File: config.mk
export PLATFORM = sky130hd
export DESIGN_NAME = act_skew_feeder
export DESIGN_NICKNAME = d
export VERILOG_FILES = /design/src/rtl/act_skew_feeder.sv
export SDC_FILE = /design/constraint.sdc
export NUM_CORES = 1
export LEC_CHECK = 0
export BUFFER_PORTS_ARGS = -buffer_cell sky130_fd_sc_hd__clkbuf_2
export CAP_MARGIN = 5
export CORE_UTILIZATION = 45
export CTS_CLUSTER_SIZE = 28
export DETAILED_ROUTE_END_ITERATION = 7
export GPL_ROUTABILITY_DRIVEN = 0
export HOLD_SLACK_MARGIN = 0.1
export PLACE_DENSITY = 0.68
export SYNTH_ARGS = -nofsm -noshare
export SYNTH_HDL_FRONTEND = slang
export SYNTH_SLANG_ARGS = --single-unit
File: constraint.sdc
create_clock -name clk -period 3.29 [get_ports clk]
set_input_delay 0.4935 -clock clk [delete_from_list [all_inputs] [get_ports clk]]
set_output_delay 0.4935 -clock clk [all_outputs]
set_load 0.03 [all_outputs]
File: src/rtl/act_skew_feeder.sv
// Left-edge activation feeder for the systolic array: accepts one vector per cycle and
// skews lane r by r extra cycles so data enters the array diagonally, then drains and flags tile end.
module act_skew_feeder #(
    parameter int DATASIZE    = 8,
    parameter int ARRAYHEIGHT = 4,
    parameter int COUNT_W     = 16
) (
    input  logic                            clk,
    input  logic                            rst,
    input  logic                            in_valid,
    output logic                            in_ready,
    input  logic [DATASIZE*ARRAYHEIGHT-1:0] in_act,
    input  logic                            in_last,
    input  logic                            hold,
    output logic [DATASIZE*ARRAYHEIGHT-1:0] out_left_act,
    output logic [ARRAYHEIGHT-1:0]          out_lane_vld,
    output logic                            busy,
    output logic                            tile_done,
    output logic [COUNT_W-1:0]              vec_count,
    output logic [1:0]                      state_dbg
);

    // Handshake: a vector transfers on a rising edge where in_valid && in_ready.
    // in_ready never looks at in_valid, so the upstream may wait on it freely.

    localparam int DCW = (ARRAYHEIGHT > 1) ? $clog2(ARRAYHEIGHT) : 1;
    localparam logic [DCW-1:0]     DLAST = DCW'(ARRAYHEIGHT - 1);
    localparam logic [COUNT_W-1:0] CMAX  = '1;

    typedef enum logic [1:0] {
        IDLE   = 2'd0,
        STREAM = 2'd1,
        DRAIN  = 2'd2
    } state_t;

    state_t         state, state_next;
    logic [DCW-1:0] dcnt;
    logic           acc;
    logic           drain_done;

    assign in_ready  = ~hold & (state != DRAIN);
    assign acc       = in_valid & in_ready;
    assign tile_done = drain_done;
    assign state_dbg = state;
    assign busy      = (state != IDLE) | (|out_lane_vld);

    always_ff @(posedge clk or negedge rst) begin
        if (!rst) begin
            state <= IDLE;
        end else begin
            state <= state_next;
        end
    end

    always_comb begin
        state_next = state;
        drain_done = 1'b0;
        case (state)
            IDLE: begin
                if (acc) begin
                    state_next = in_last ? DRAIN : STREAM;
                end
            end
            STREAM: begin
                if (acc && in_last) begin
                    state_next = DRAIN;
                end
            end
            DRAIN: begin
                // Last lane of the final vector leaves the feeder in this cycle.
                if (dcnt == DLAST) begin
                    drain_done = 1'b1;
                    state_next = IDLE;
                end
            end
            default: begin
                state_next = IDLE;
            end
        endcase
    end

    // dcnt is zero on the first DRAIN cycle because it is held clear outside DRAIN.
    always_ff @(posedge clk or negedge rst) begin
        if (!rst) begin
            dcnt <= '0;
        end else if (state != DRAIN) begin
            dcnt <= '0;
        end else begin
            dcnt <= dcnt + DCW'(1);
        end
    end

    always_ff @(posedge clk or negedge rst) begin
        if (!rst) begin
            vec_count <= '0;
        end else if (drain_done) begin
            vec_count <= '0;
        end else if (acc && (vec_count != CMAX)) begin
            vec_count <= vec_count + COUNT_W'(1);
        end
    end

    // Lane r is an (r+1)-deep shift chain; non-accepted cycles inject zero data.
    for (genvar r = 0; r < ARRAYHEIGHT; r++) begin : g_lane
        logic [DATASIZE-1:0] stg_d [r+1];
        logic [r:0]          stg_v;

        always_ff @(posedge clk or negedge rst) begin
            if (!rst) begin
                for (int s = 0; s <= r; s++) begin
                    stg_d[s] <= '0;
                end
                stg_v <= '0;
            end else begin
                stg_d[0] <= acc ? in_act[r*DATASIZE +: DATASIZE] : '0;
                stg_v[0] <= acc;
                for (int s = 1; s <= r; s++) begin
                    stg_d[s] <= stg_d[s-1];
                    stg_v[s] <= stg_v[s-1];
                end
            end
        end

        assign out_left_act[r*DATASIZE +: DATASIZE] = stg_d[r];
        assign out_lane_vld[r]                      = stg_v[r];
    end

endmodule

**Word-level counts from Yosys, hierarchy flattened**

Cells that the tools add are included.

- Bits in registers: 110
- Input bits: 37

- Add/sub/neg operators: 2
- Equal/unequal tests: 8
- Multiplexer cells: 14
- Bitwise logic cells: 4
- Reduce and logical (&&, ||, !) cells: 7

Operators by type and width:

| kind | number |
|---|---|
| 16-bit 2-to-1 mux | 2 |
| 8-bit 2-to-1 mux | 4 |
| 16-bit by 1-bit adder with 16-bit output, second input constant | 1 |
| 16-bit != test, second input constant | 1 |
| 2-bit 2-to-1 mux | 5 |
| 2-bit != test, second input constant | 4 |
| 2-bit one-hot mux with 3 select lines | 1 |
| 2-bit equality test, second input constant | 2 |
| 2-bit nonzero test | 2 |
| 4-bit OR reduction | 1 |
| 3-bit AND reduction | 1 |
| 2-bit by 1-bit adder with 2-bit output, second input constant | 1 |
| 1-bit bitwise AND | 2 |
| 2-bit by 1-bit equality test with 1-bit output, second input constant | 1 |
| 1-bit logical AND | 2 |
| 2-bit logical NOT | 1 |
| 1-bit 2-to-1 mux | 2 |
| 1-bit NOT | 1 |
| 1-bit bitwise OR | 1 |

**Depth between registers and ports, before layout**

- Word-level depth: 6
- Gate-level depth with buffers: 6
- Gate-level depth less buffers: 5

**Least setup slack after synthesis**

Ideal clock, no wire load.

- Kind: flip-flop to flip-flop
- Start point: register vec_count[0]
- End point: register vec_count[0]
- Arrival time: 1990 ps
- Slack: 1234 ps
- Cell stages (with the launch flop): 7
- Buffers on the path: 1
- Clock period less this slack: 2056 ps
- Cells stage by stage: dfrtp_1 -> ha_1 -> nand4_2 -> or4_1 -> buf_2 -> a21oi_4 -> mux2_2

- Word-level cells in the longest chain between the ends: 3
- Elaborated cells on any way between the ends: 6
- Classes of those cells: 1 x add/sub; 1 x eq/ne; 2 x mux; 2 x reduce/logical

Ends and longest elaborated chain:

| element | RTL line | RTL |
|---|---|---|
| from (decl) | 19 | `output logic [COUNT_W-1:0] vec_count,` |
| from (signal assigned) | 99 | `vec_count <= vec_count + COUNT_W'(1);` |
| 16-bit by 1-bit adder with 16-bit output / 16-bit != test (equally long branches) | 99, 98 |  |
| 16-bit 2-to-1 mux / 1-bit logical AND (equally long branches) | 98 | `end else if (acc && (vec_count != CMAX)) begin` |
| 16-bit 2-to-1 mux / 2-bit nonzero test (equally long branches) | -- |  |

Several ways; a longest one is shown, not always the timed one. The select of a mux whose other input is x is not followed.
A chain may end at the register's enable or synchronous reset.

**Worst setup path in the final report**

- Start point: register state[1], in the netlist state_dbg[1]
- End point: output tile_done

- Word-level cells in the longest chain between the ends: 2

Ends and longest elaborated chain:

| element | RTL line | RTL |
|---|---|---|
| from (decl) | 36 | `state_t state, state_next;` |
| from (signal assigned) | 51 | `state <= state_next;` |
| 2-bit equality test | 58 | `case (state)` |
| 1-bit 2-to-1 mux | 58 |  |
| to (decl) | 18 | `output logic tile_done,` |

Every way passes these cells.

==> metrics.txt <==
# TYPE chip_impl_metric gauge
chip_impl_metric{name="tightestPinTransition",unit="ns"} 1.03
chip_impl_metric{name="antenna_cells_inserted",unit=""} 0
chip_impl_metric{name="fillers",unit=""} 665
chip_impl_info{name="holdCritPathClass",value="primary input to async pin"} 1
chip_impl_metric{name="power_density",unit="mW/mm^2"} 643
chip_impl_metric{name="cell_count_after_placement",unit=""} 437
chip_impl_metric{name="floorplan.rows",unit=""} 32
chip_impl_metric{name="timing.final.crit_share",unit="%"} 65.2
chip_impl_metric{name="cap_viol_max_count",unit=""} 0
chip_impl_metric{name="period_needed",unit="ns"} 2.14
chip_impl_metric{name="h-tree-depth",unit=""} 3
chip_impl_metric{name="setup_tns",unit="ns"} 0
chip_impl_info{name="start_kind",value="flip-flop"} 1
chip_impl_metric{name="worst_ep_arrival_time",unit="ns"} 1.65
chip_impl_metric{name="worst_setup_hold_path_clk_slew",unit="ns"} 0.11
chip_impl_metric{name="drc",unit=""} 0
chip_impl_metric{name="finalSetupViolCount",unit=""} 0
chip_impl_info{name="grt_setup_unrepaired",value="no"} 1
chip_impl_metric{name="route.final.wire_length",unit="mm"} 6.20
chip_impl_metric{name="worst_slew_margin_rel",unit="%"} 31.5
chip_impl_metric{name="grt_antenna_before_repair",unit=""} 0
chip_impl_info{name="worst_setup_path_end_kind",value="output pin"} 1
chip_impl_metric{name="num_io_pins",unit=""} 94
chip_impl_metric{name="register_area",unit="sq mm"} 0.00260
chip_impl_info{name="tritoncts",value="done"} 1
chip_impl_metric{name="ir_worst_vdd",unit="V"} 0.000530
chip_impl_metric{name="post_cts_resized",unit=""} 0
chip_impl_metric{name="chipWidth",unit="um"} 92.2
chip_impl_info{name="synth_ff_type",value="dfrtp_1"} 1
chip_impl_metric{name="synth_cells",unit=""} 269
chip_impl_metric{name="drt_iter0_markers",unit=""} 78
chip_impl_metric{name="grt_max_degree",unit=""} 85
chip_impl_info{name="outcome",value="complete, no violations"} 1
chip_impl_metric{name="clock_sink_count",unit=""} 104
chip_impl_metric{name="syn_to_final_growth",unit="%"} 17.1
chip_impl_metric{name="vias_in_the_first_global_route",unit=""} 2193
chip_impl_metric{name="syn-cell-area",unit="sq mm"} 0.00366
chip_impl_metric{name="worst-endpoint-required",unit="ns"} 2.80
chip_impl_metric{name="total_power",unit="mW"} 2.75
chip_impl_metric{name="max_fanout_on_critical_path",unit=""} 8
chip_impl_metric{name="leakagePower",unit="nW"} 2.22
chip_impl_metric{name="source_to_sink_clock_delay_at_the_later_pin_of_the_worst_skew_pair",unit="ns"} 0.36
chip_impl_metric{name="starting_density_of_the_core",unit="%"} 46.8
chip_impl_metric{name="synth.net_count",unit=""} 308
chip_impl_metric{name="layoutNonFillerInstCount",unit=""} 453
chip_impl_metric{name="tritoncts.num_buffers",unit=""} 9
chip_impl_metric{name="hold_viol",unit=""} 0
chip_impl_metric{name="average_vias_per_placed_instance",unit=""} 4.93
chip_impl_metric{name="synth_seq_cells",unit=""} 104
chip_impl_metric{name="die_h",unit="um"} 92.2
chip_impl_info{name="critical_path.cell_chain",value="nor2b_1, nand2_1, inv_1, clkbuf_2"} 1
chip_impl_metric{name="place.detailed.hpwl",unit="mm"} 4.25
chip_impl_metric{name="drive_gt1_share",unit="%"} 33.9
chip_impl_metric{name="synth_edf_count",unit=""} 0
chip_impl_metric{name="floorplan.core_area",unit="sq mm"} 0.00781
chip_impl_metric{name="cpPeakStageDelay",unit="ns"} 0.43
chip_impl_metric{name="final.setup_skew",unit="ns"} 0.0119
chip_impl_metric{name="total_vias_in_the_final_route",unit=""} 2235
chip_impl_info{name="cts_root_cell",value="clkbuf_8"} 1
chip_impl_metric{name="synthDistinctLibCells",unit=""} 32
chip_impl_metric{name="synth_sequential_area_ratio",unit="%"} 71.2
chip_impl_metric{name="multi_input_comb_area",unit="sq um"} 820
chip_impl_metric{name="timing_limited_maximum_frequency",unit="MHz"} 466
chip_impl_metric{name="die_area",unit="sq mm"} 0.00849
chip_impl_metric{name="drt_pre_antenna_iters",unit=""} 4
chip_impl_metric{name="synth_area_per_cell",unit="sq um"} 13.6
chip_impl_metric{name="detail_route.wl_per_cell",unit="um"} 13.7
chip_impl_metric{name="grt_first_pass_wirelength",unit="mm"} 10.4
chip_impl_metric{name="cts-hold-fix-buffers",unit=""} 0
chip_impl_metric{name="drtAntennaViolNets",unit=""} 0
chip_impl_metric{name="cts_buffer_depth",unit=""} 2
chip_impl_metric{name="global_route.overflow_total",unit=""} 0
chip_impl_info{name="slowest_stage",value="dfrtp_1"} 1
chip_impl_metric{name="postSynth.asyncResetShare",unit="%"} 100
chip_impl_metric{name="post_cts_buffers",unit=""} 0
chip_impl_metric{name="final-max-slew-violation-count",unit=""} 0
chip_impl_metric{name="grt_use_total",unit="%"} 16.0
chip_impl_metric{name="port_buffers",unit=""} 93
chip_impl_metric{name="yosys_warnings",unit=""} 0
chip_impl_metric{name="finish.net_count",unit=""} 385
chip_impl_info{name="timing_worst_setup_path_type",value="flip-flop to output pin"} 1
==> per-layer routing <==
layer	wire length (um)	vias to the layer above	global-route usage [%]
met3	435	10	4.39
met4	89	0	5.99
met1	2820	1069	22.4
met5	0	-	0
li1	-	1062	-
met2	2860	94	23.8
==> cell usage after synthesis (all sizes together) (4+ instances only) <==
library cell | instances | area, sq um
a221o | 7 | 70.1
a31oi | 4 | 25.0
and2 | 35 | 219
buf | 27 | 198
clkbuf | 5 | 18.8
dfrtp | 104 | 2600
inv | 5 | 18.8
mux2i | 4 | 40.0
nand2 | 13 | 48.8
nand3 | 7 | 35.0
nand4 | 8 | 56.3
nor2 | 6 | 22.5
nor3 | 10 | 50.1
nor4 | 9 | 56.3
o21ai | 4 | 20.0
==> logic make-up (layout without fill, tap and decap cells) <==
kind of cell             count (synthesis)  in the layout  synth area share [%]
multiplexers                             5              5                  1.40
flip-flops                             104            104                  71.2
AO/OA/AOI/OAI                           23             23                  5.06
AND/OR/NAND/NOR                         97             97                  15.0
buffers and inverters                   37            119                  6.43
XOR/XNOR                                 1              1                 0.240
adder cells (fa/ha/maj)                  2              2                 0.684
==> worst max-delay path, delay by kind of cell, from the launching register on <==
kind,cells,cell delay [ns]
buf+inv,2,0.41
flops,1,0.43
simple gates,2,0.46
==> final timing paths <==
path	from	to	slack, ns	cells after the start
max in group asynchronous	rst	out_left_act[12]	2.22	2
min	rst	vec_count[15]	0.27	1
max	state_dbg[1]	tile_done	1.15	4
min in group clk	in_act[25]	g_lane[3].stg_d[25]	0.33	2
max reg2reg	vec_count[1]	vec_count[10]	1.16	5
min reg2reg	g_lane[2].stg_d[19]	g_lane[2].stg_d[11]	0.35	0
==> flip-flops by register name, indices dropped and copies added (netlist names) <==
| name | cells |
|---|---|
| dcnt | 2 |
| g_lane.stg_d | 56 |
| g_lane.stg_v | 4 |
| out_left_act | 24 |
| state_dbg | 2 |
| vec_count | 16 |
==> where the power goes <==
part           internal (mW)  total, mW  switching (mW)  leakage, nW
Clock                  0.305      0.777           0.473        0.104
Combinational          0.148      0.473           0.325        0.710
Sequential              1.41       1.50          0.0951         1.40
Total                   1.86       2.75           0.893         2.22
==> area by class of cell <==
cell class              count  share of cell area (%)
flip-flops and latches    104                    60.7
clock inverters             7                    2.02
repair buffers             98                    11.8
multi-input cells         128                    19.1
inverters                   5                   0.438
well taps                 102                    2.98
clock buffers               9                    2.89
==> cell usage in the layout (no fill, tap or decap), types with 2 or more instances in the layout <==
cell type | Yosys | routed
and2_1 | 35 | 35
nand3_1 | 7 | 7
clkbuf_8 | 0 | 9
nand2_1 | 13 | 13
nor3_1 | 10 | 10
clkinv_8 | 0 | 3
nand2b_1 | 3 | 3
o31ai_1 | 3 | 3
nor4_1 | 9 | 9
mux2i_1 | 4 | 4
nand4_1 | 7 | 7
clkinv_4 | 0 | 2
a221o_1 | 7 | 7
inv_1 | 5 | 5
dfrtp_1 | 104 | 104
a31oi_1 | 4 | 4
o21ai_0 | 4 | 4
buf_4 | 25 | 6
clkbuf_2 | 0 | 92
nor2_1 | 6 | 6
ha_1 | 2 | 2
or2_2 | 2 | 2
==> stage by stage <==
step	util (%)	area, sq um	worst slack, ns	hold slack (ns)
after floorplan	-	3660	1.23	0.198
after global placement	52.2	4070	1.26	0.331
after detailed placement	52.2	4070	1.20	0.335
after CTS	54.9	4280	1.12	0.312
after global routing	54.9	4280	0.992	0.317
final	54.9	4280	1.15	0.266
Power figures use the tool's default switching activity.
